<file path="config.mk">
export PLATFORM = sky130hd
export DESIGN_NAME = io_forward_history
export DESIGN_NICKNAME = d
export VERILOG_FILES = /design/src/rtl/io_forward_history_pkg.sv /design/src/rtl/io_forward_merge.sv /design/src/rtl/io_forward_history.sv
export SDC_FILE = /design/constraint.sdc
export NUM_CORES = 1
export LEC_CHECK = 0
export CAP_MARGIN = 20
export CELL_PAD_IN_SITES_DETAIL_PLACEMENT = 0
export CELL_PAD_IN_SITES_GLOBAL_PLACEMENT = 1
export CORE_MARGIN = 1.5
export CORE_UTILIZATION = 34
export DETAILED_ROUTE_END_ITERATION = 8
export GPL_ROUTABILITY_DRIVEN = 1
export PLACE_DENSITY = 0.95
export SLEW_MARGIN = 20
export SYNTH_ARGS = -nofsm -noshare
export SYNTH_HDL_FRONTEND = slang
export SYNTH_SLANG_ARGS = --single-unit
</file>
<file path="constraint.sdc">
create_clock -name clock -period 7.4 [get_ports clock]
set_input_delay 1.48 -clock clock [delete_from_list [all_inputs] [get_ports clock]]
set_output_delay 1.48 -clock clock [all_outputs]
set_load 0.005 [all_outputs]
</file>
<file path="src/rtl/io_forward_history_pkg.sv">
// Shared CPU data types and the IO-stage forwarding entry layout.
// cpu_core_params is the core-wide source; io_forward_params re-exports what forwarding needs.
package cpu_core_params;
  localparam int CPU_DATA_WIDTH = 32;
  typedef logic [CPU_DATA_WIDTH-1:0] cpu_data_t;
endpackage

package io_forward_params;
  typedef cpu_core_params::cpu_data_t cpu_data_t;
  localparam int CPU_DATA_WIDTH = cpu_core_params::CPU_DATA_WIDTH;

  localparam int REG_ADDR_WIDTH_DEFAULT = 5;
  localparam int STROBE_WIDTH_DEFAULT   = CPU_DATA_WIDTH / 8;
  localparam int DEPTH_MAX              = 8;

  typedef struct packed {
    logic                            valid;
    logic                            data_valid;
    logic [REG_ADDR_WIDTH_DEFAULT-1:0] register;
    logic [STROBE_WIDTH_DEFAULT-1:0] strobe;
    cpu_data_t                       data;
  } io_forward_entry_t;
endpackage

</file>
<file path="src/rtl/io_forward_merge.sv">
// One lookup port: per byte, take the youngest matching strobed entry, else the register-file byte.
module io_forward_merge
  import io_forward_params::*;
#(
  parameter int DEPTH          = 2,
  parameter int DATA_WIDTH     = CPU_DATA_WIDTH,
  parameter int REG_ADDR_WIDTH = REG_ADDR_WIDTH_DEFAULT,
  parameter int STROBE_WIDTH   = DATA_WIDTH / 8
) (
  input  logic [DEPTH-1:0]                     entry_valid,
  input  logic [DEPTH-1:0]                     entry_data_valid,
  input  logic [DEPTH-1:0][REG_ADDR_WIDTH-1:0] entry_register,
  input  logic [DEPTH-1:0][STROBE_WIDTH-1:0]   entry_strobe,
  input  logic [DEPTH-1:0][DATA_WIDTH-1:0]     entry_data,
  input  logic [REG_ADDR_WIDTH-1:0]            query_register,
  input  logic [DATA_WIDTH-1:0]                register_file_data,
  output logic [DATA_WIDTH-1:0]                query_data,
  output logic                                 query_hit,
  output logic                                 query_stall
);

  logic [STROBE_WIDTH-1:0] supplied;
  logic                    query_enable;

  assign query_enable = (query_register != '0);

  // Scanning from entry 0 upward with a per-byte "already supplied" flag gives youngest-first priority.
  always_comb begin
    query_data  = register_file_data;
    supplied    = '0;
    query_stall = 1'b0;
    for (int b = 0; b < STROBE_WIDTH; b++) begin
      for (int i = 0; i < DEPTH; i++) begin
        if (query_enable && !supplied[b] && entry_valid[i] &&
            entry_register[i] == query_register && entry_strobe[i][b]) begin
          supplied[b]           = 1'b1;
          query_data[b*8 +: 8]  = entry_data[i][b*8 +: 8];
          query_stall           = query_stall | !entry_data_valid[i];
        end
      end
    end
    query_hit = |supplied;
  end

endmodule

</file>
<file path="src/rtl/io_forward_history.sv">
// N-deep IO->ID forwarding history with byte strobes, late load fill and flush.
// Entry index equals instruction age; non-writing pushes shift in bubbles.
module io_forward_history
  import io_forward_params::*;
#(
  parameter int DEPTH          = 2,
  parameter int READ_PORTS     = 2,
  parameter int DATA_WIDTH     = CPU_DATA_WIDTH,
  parameter int REG_ADDR_WIDTH = REG_ADDR_WIDTH_DEFAULT
) (
  input  logic                                 clock,
  input  logic                                 reset,
  input  logic                                 push_valid,
  input  logic                                 push_write_enabled,
  input  logic [REG_ADDR_WIDTH-1:0]            push_register,
  input  logic [DATA_WIDTH/8-1:0]              push_strobe,
  input  logic [DATA_WIDTH-1:0]                push_data,
  input  logic                                 push_data_valid,
  input  logic                                 fill_valid,
  input  logic [DATA_WIDTH-1:0]                fill_data,
  input  logic                                 flush,
  input  logic [READ_PORTS*REG_ADDR_WIDTH-1:0] query_register,
  input  logic [READ_PORTS*DATA_WIDTH-1:0]     query_register_file_data,
  output logic [READ_PORTS*DATA_WIDTH-1:0]     query_data,
  output logic [READ_PORTS-1:0]                query_hit,
  output logic [READ_PORTS-1:0]                query_stall,
  output logic                                 pending_load
);

  localparam int STROBE_WIDTH = DATA_WIDTH / 8;

  logic [DEPTH-1:0]                     valid_q, valid_d;
  logic [DEPTH-1:0]                     data_valid_q, data_valid_d;
  logic [DEPTH-1:0][REG_ADDR_WIDTH-1:0] register_q, register_d;
  logic [DEPTH-1:0][STROBE_WIDTH-1:0]   strobe_q, strobe_d;
  logic [DEPTH-1:0][DATA_WIDTH-1:0]     data_q, data_d;

  logic                  fill_hit;
  logic                  head_data_valid;
  logic [DATA_WIDTH-1:0] head_data;

  assign fill_hit        = fill_valid && valid_q[0] && !data_valid_q[0];
  assign head_data_valid = data_valid_q[0] | fill_hit;
  assign head_data       = fill_hit ? fill_data : data_q[0];

  // Fill is folded into the head before shifting, so a fill racing a push lands at index 1.
  always_comb begin
    valid_d      = valid_q;
    data_valid_d = data_valid_q;
    register_d   = register_q;
    strobe_d     = strobe_q;
    data_d       = data_q;
    if (flush) begin
      valid_d      = '0;
      data_valid_d = '0;
    end else if (push_valid) begin
      for (int i = 1; i < DEPTH; i++) begin
        valid_d[i]      = valid_q[i-1];
        register_d[i]   = register_q[i-1];
        strobe_d[i]     = strobe_q[i-1];
        data_valid_d[i] = (i == 1) ? head_data_valid : data_valid_q[i-1];
        data_d[i]       = (i == 1) ? head_data : data_q[i-1];
      end
      valid_d[0]      = push_write_enabled && (push_register != '0) && (push_strobe != '0);
      data_valid_d[0] = push_data_valid;
      register_d[0]   = push_register;
      strobe_d[0]     = push_strobe;
      data_d[0]       = push_data;
    end else if (fill_hit) begin
      data_valid_d[0] = 1'b1;
      data_d[0]       = fill_data;
    end
  end

  always_ff @(posedge clock or posedge reset) begin
    if (reset) begin
      valid_q      <= '0;
      data_valid_q <= '0;
      register_q   <= '0;
      strobe_q     <= '0;
      data_q       <= '0;
    end else begin
      valid_q      <= valid_d;
      data_valid_q <= data_valid_d;
      register_q   <= register_d;
      strobe_q     <= strobe_d;
      data_q       <= data_d;
    end
  end

  assign pending_load = valid_q[0] && !data_valid_q[0];

  for (genvar p = 0; p < READ_PORTS; p++) begin : g_port
    io_forward_merge #(
      .DEPTH          (DEPTH),
      .DATA_WIDTH     (DATA_WIDTH),
      .REG_ADDR_WIDTH (REG_ADDR_WIDTH),
      .STROBE_WIDTH   (STROBE_WIDTH)
    ) u_merge (
      .entry_valid        (valid_q),
      .entry_data_valid   (data_valid_q),
      .entry_register     (register_q),
      .entry_strobe       (strobe_q),
      .entry_data         (data_q),
      .query_register     (query_register[p*REG_ADDR_WIDTH +: REG_ADDR_WIDTH]),
      .register_file_data (query_register_file_data[p*DATA_WIDTH +: DATA_WIDTH]),
      .query_data         (query_data[p*DATA_WIDTH +: DATA_WIDTH]),
      .query_hit          (query_hit[p]),
      .query_stall        (query_stall[p])
    );
  end

endmodule

</file>
; ---- Word level (Yosys, flattened, before mapping)
; Cells that the tools add are included.
[word_totals]
ff_bits = 86
latch_bits = 0
mem_bits_rw = 0
mem_bits_ro = 0
input_bits = 154
out_inout_bits = 69
word_cells = 153
mem_count = 0
[op_classes]
addsub = 0
multipliers = 0
n_div = 0
order_cmp = 0
n_eq_ne = 4
n_shift = 0
muxes = 56
bitwise_logic = 16
n_reduce_logical = 68
[op_table]
columns = operator, n
row1 = 8-bit 2-to-1 mux, 16
row2 = 32-bit 2-to-1 mux, 2
row3 = 1-bit logical AND, 49
row4 = 1-bit 2-to-1 mux, 35
row5 = 5-bit equality test, 4
row6 = 1-bit bitwise OR, 15
row7 = 5-bit nonzero test, 3
row8 = 1-bit logical NOT, 10
row9 = 4-bit OR reduction, 2
row10 = 2-bit 2-to-1 mux, 3
row11 = 4-bit nonzero test, 1
row12 = 3-bit nonzero test, 1
row13 = 2-bit AND reduction, 1
row14 = 2-bit nonzero test, 1
row15 = 1-bit NOT, 1

; ---- Longest topological paths before layout
[logic_depth]
ltp_word = 23
depth_mapped = 8
ltp_nobuf = 6

; ---- Modules after synthesis
; A second synthesis with hierarchy kept.
[hier_totals]
cells_unflattened = 650
hier_area_um2 = 5810.6
[modules_own_cells]
columns = mod, instances, cells_each, area_per_inst_um2, seq_area_each_um2
row1 = io_forward_history, 1, 348, 3771.1, 2152.1
row2 = io_forward_merge, 2, 151, 1019.7, 0.0

; ---- Least setup slack after synthesis
; OpenSTA, ideal clock, no wires.
[synth_path]
kind = input to output
start = in query_register[5]
end = out query_stall[1]
arrival_ps = 3114
required_ps = 5920
slack_ps = 2806
cell_stages = 8
n_path_buf = 2
path_cell_list = or4_4 nor2_4 and4bb_1 buf_6 and2_1 a221oi_2 o22ai_1 buf_4
[synth_between]
elab_chain_cells = 23
elab_cells_between_ends = 48
cone_classes = 2 x eq/ne / 12 x mux / 7 x bitwise / 27 x reduce/logical
[synth_rtl]
columns = item, line_no
row1 = from (decl), io_forward_history.sv:22  ; input logic [READ_PORTS*REG_ADDR_WIDTH-1:0] query_register,
row2 = 5-bit nonzero test, io_forward_merge.sv:25  ; assign query_enable = (query_register != '0);
row3 = 1-bit logical AND (2 in a row), io_forward_merge.sv:34  ; if (query_enable && !supplied[b] && entry_valid[i] &&
row4 = 1-bit logical AND, io_forward_merge.sv:35  ; entry_register[i] == query_register && entry_strobe[i][b]) begin
row5 = 1-bit 2-to-1 mux, io_forward_merge.sv:34
row6 = 1-bit logical NOT, io_forward_merge.sv:34
row7 = 1-bit logical AND (3 in a row), io_forward_merge.sv:34
row8 = 1-bit logical AND, io_forward_merge.sv:35
row9 = 1-bit 2-to-1 mux, io_forward_merge.sv:34
row10 = [... 4 more ...], -
row11 = 1-bit bitwise OR, io_forward_merge.sv:38  ; query_stall = query_stall | !entry_data_valid[i];
row12 = 1-bit 2-to-1 mux, io_forward_merge.sv:34
row13 = 1-bit bitwise OR, io_forward_merge.sv:38
row14 = 1-bit 2-to-1 mux, io_forward_merge.sv:34
row15 = 1-bit bitwise OR, io_forward_merge.sv:38
row16 = 1-bit 2-to-1 mux, io_forward_merge.sv:34
row17 = 1-bit bitwise OR, io_forward_merge.sv:38
row18 = 1-bit 2-to-1 mux (*), io_forward_merge.sv:34
row19 = to (decl), io_forward_history.sv:26  ; output logic [READ_PORTS-1:0] query_stall,
; Mark *: on every way between the ends. The rest lies on a longest branch, timed or not.

; ---- Final worst setup path
[layout_path]
start = in query_register[4]
end = out query_stall[0]
; The elaborated chain is that of the path after synthesis.

==> metrics.md <==
| Metric | Value |
|---|---|
| Buffers on Ports | `222` |
| Leakage | `around 3.4 nW` |
| Worst Hold Depth | `2` |
| Core area | `between 15000 and 20000 µm²` |
| Share of cells above drive strength 1 | `6.03%` |
| Avg Inst Size Synth | `between 8 and 9 µm²` |
| Yosys cell types | `39` |
| CP Launch Type | `primary input` |
| Die width | `132 µm` |
| Post-Syn Area | `5680 µm²` |
| RSZ-0062 raised after global routing | `no` |
| Seq/Total Area, Yosys | `between 30% and 40%` |
| Period utilization | `just over 80%` |
| Post-DRT Antenna Nets | `0` |
| CTS tree | `built` |
| Longest Clk Path Bufs | `2` |
| Worst Skew | `between 0.008 and 0.009 ns` |
| Die Height | `132 µm` |
| Worst skew pair latency | `between 0.3 and 0.4 ns` |
| Hold_ws | `between 0.5 and 0.6 ns` |
| Pin count of the biggest net entering global routing | `83` |
| Post CTS Setup Buffer Count | `0` |
| Gr usage total | `between 20 and 25%` |
| Final min period | `a little over 6 ns` |
| Final setup viols | `0` |
| Initial antenna violation count | `0` |
| Rel. slew slack | `between 30% and 40%` |
| Routed length per instance | `16.4 µm` |
| Critical Path RT | `approximately 5.9 ns` |
| Initial Util | `about 34%` |
| Critical path class | `primary input to output port` |
| Post-Syn Nets | `843` |
| # IOs | `~220` |
| Remaining DRCs | `0` |
| Area Growth Syn to Fin | `47.2%` |
| RePlAce Congestion | `0.801` |
| Maximum vdd drop | `about 0.099 mV` |
| Worst Path Arrival | `4.56 ns` |
| Via count | `~5500` |
| Violation count after the first detailed-routing iteration | `236` |
| Area after DPL | `roughly 8000 µm²` |
| Die footprint | `17500 µm²` |
| CP Capture Type | `output port` |
| Cell Rows | `47` |
| FF+latch count, synth | `86` |
| Fin nets | `1028` |
| Worst R2R Setup Slack | `approximately 4.9 ns` |
| Max-slew violations | `0` |
| Setup_tns | `0 ns` |
| Worst-path fanout max | `9` |
| Hold-fix buffers, CTS | `0` |
| Vias in the first global route | `roughly 5300` |
| Design Area, Final | `between 8000 and 9000 µm²` |
| Commonest non-fill, non-tap cell in the layout | `clkdlybuf4s50_1` |
| # H-tree levels | `3` |
| FMAX | `0.166 GHz` |
| Final-report hold violation count | `0` |
| Total number of yosys warnings | `0` |
| Status | `complete, no violations` |
| Worst hold path class | `flop to flop` |
| DRT Pass-1 Iters | `5` |
| Global-route wire length before repair | `around 28000 µm` |
| Post-Syn Instances | `689` |
| Crit path to | `query_stall[0]` |
| Critical path origin | `query_register[4]` |
| Worst Reg-to-Reg Cells | `7` |
| Most frequent cells in the layout | `clkdlybuf4s50_1, nand2_1, mux2i_1` |
| Clk root buf | `clkbuf_16` |
| Ant. Diodes | `0` |
| Grt ovf | `0` |
| Total wire length | `~18000 µm` |
| Resize count post-CTS | `0` |
| Clock transition at path regs | `0.06 ns` |
| Max cap viols | `0` |
| Pwr dens | `about 180 nW/µm²` |
| Cts bufs inserted | `9` |
| Num Clock Sinks | `86` |
| Post-detail-place hpwl | `between 10000 and 15000 µm` |
| R2r endpoint | `data_q[21]` |
| Worst slew pin tran | `~0.96 ns` |
| DR vias/cell | `about 5` |
| Worst reg2reg startpoint | `valid_q[0]` |
## flip-flops by register name, summed over array words and instances, names as in the netlist
register,count
data_q,64
register_q,10
strobe_q,8
data_valid_q,2
valid_q,2
## cell families (layout without fill, tap and decap cells)
group / count (synthesis) / count (layout) / share of synthesized area [%]
AO/OA/AOI/OAI: 174 / 174 / 16.2
XOR/XNOR: 20 / 20 / 3.09
buffers and inverters: 53 / 243 / 4.10
flip-flops: 86 / 86 / 37.9
multiplexers: 115 / 115 / 20.7
AND/OR/NAND/NOR: 241 / 241 / 18.1
## worst max-delay path: stages
cell and delay, ns:
clkdlybuf4s50_1 0.48, xor2_1 0.17, nor4_1 0.49, nand4_1 0.74, o2bb2ai_1 0.42, a221oi_2 0.08, o22ai_1 0.17, clkdlybuf4s50_1 0.52
## report_power, final
| group | leakage [nW] | total (mW) | internal [mW] | switching [mW] |
|---|---|---|---|---|
| Combinational | 2.21 | 0.309 | 0.187 | 0.123 |
| Clock | 0.166 | 0.530 | 0.332 | 0.199 |
| Sequential | 1.07 | 0.624 | 0.545 | 0.0795 |
## synthesized netlist by cell type
master     number  share of area, %
a211oi_1        1              0.13
a21oi_1        91               8.0
a221oi_2        2              0.53
a32o_1          1              0.18
and2_1          6              0.66
and3_1          1              0.11
and4_1          1              0.15
and4bb_1        1              0.22
buf_1           4              0.26
buf_2           9              0.79
buf_4           4              0.53
buf_6           1              0.20
clkbuf_1       34               2.2
dfrtp_1        86                38
inv_1           1             0.066
mux2_2         18               3.6
mux2i_1        97                17
nand2_1       115               7.6
nand2_2         3              0.33
nand2b_1        2              0.22
nand4_1         3              0.33
nor2_1         94               6.2
nor2_4          1              0.20
nor2b_1         1              0.11
nor3_1          3              0.26
nor4_1          2              0.22
nor4b_1         1              0.15
nor4b_2         1              0.26
o2111ai_1       1              0.15
o21ai_0        72               6.3
o21bai_1        1              0.13
o22ai_1         2              0.22
o2bb2ai_1       1              0.15
o41ai_1         2              0.31
or4_1           2              0.26
or4_4           1              0.20
or4b_1          3              0.53
xnor2_1        11               1.7
xor2_1          9               1.4
## per-stage QoR
step | cells | util (%) | total power [mW] | setup slack (ns)
after floorplan | 689 | - | 0.762 | 2.81
after global placement | 1083 | 48.6 | 0.933 | 1.46
after detailed placement | 1083 | 48.6 | 0.942 | 1.39
after CTS | 1099 | 50.7 | 1.48 | 1.39
after global routing | 1099 | 50.7 | 1.54 | 1.22
final | 1099 | 50.7 | 1.46 | 1.36
## cell type report
class | count | area (µm²)
fill | 1584 | 8110
multi-input combinational | 550 | 3330
timing repair buffer | 226 | 2240
tap | 220 | 275
clock inverter | 7 | 120
inverter | 1 | 6.26
clock buffer | 9 | 225
sequential | 86 | 2150
## how the worst min path moves through the flow
stage	start	endpoint	slack, ns
floorplan	data_q[48]	data_q[48]	0.47
global placement	data_q[37]	data_q[37]	0.49
detailed placement	data_q[42]	data_q[42]	0.50
CTS	data_q[42]	data_q[42]	0.51
global route	data_q[40]	data_q[40]	0.54
finish	data_q[42]	data_q[42]	0.51
## routing by layer
metal	routed length, µm	global-route usage [%]	vias up
li1	-	-	2759
met1	8300	27.1	2557
met2	8420	33.9	183
met3	997	3.92	20
met4	356	6.90	0
met5	0	0	-
(Power assumes the default switching activity.)
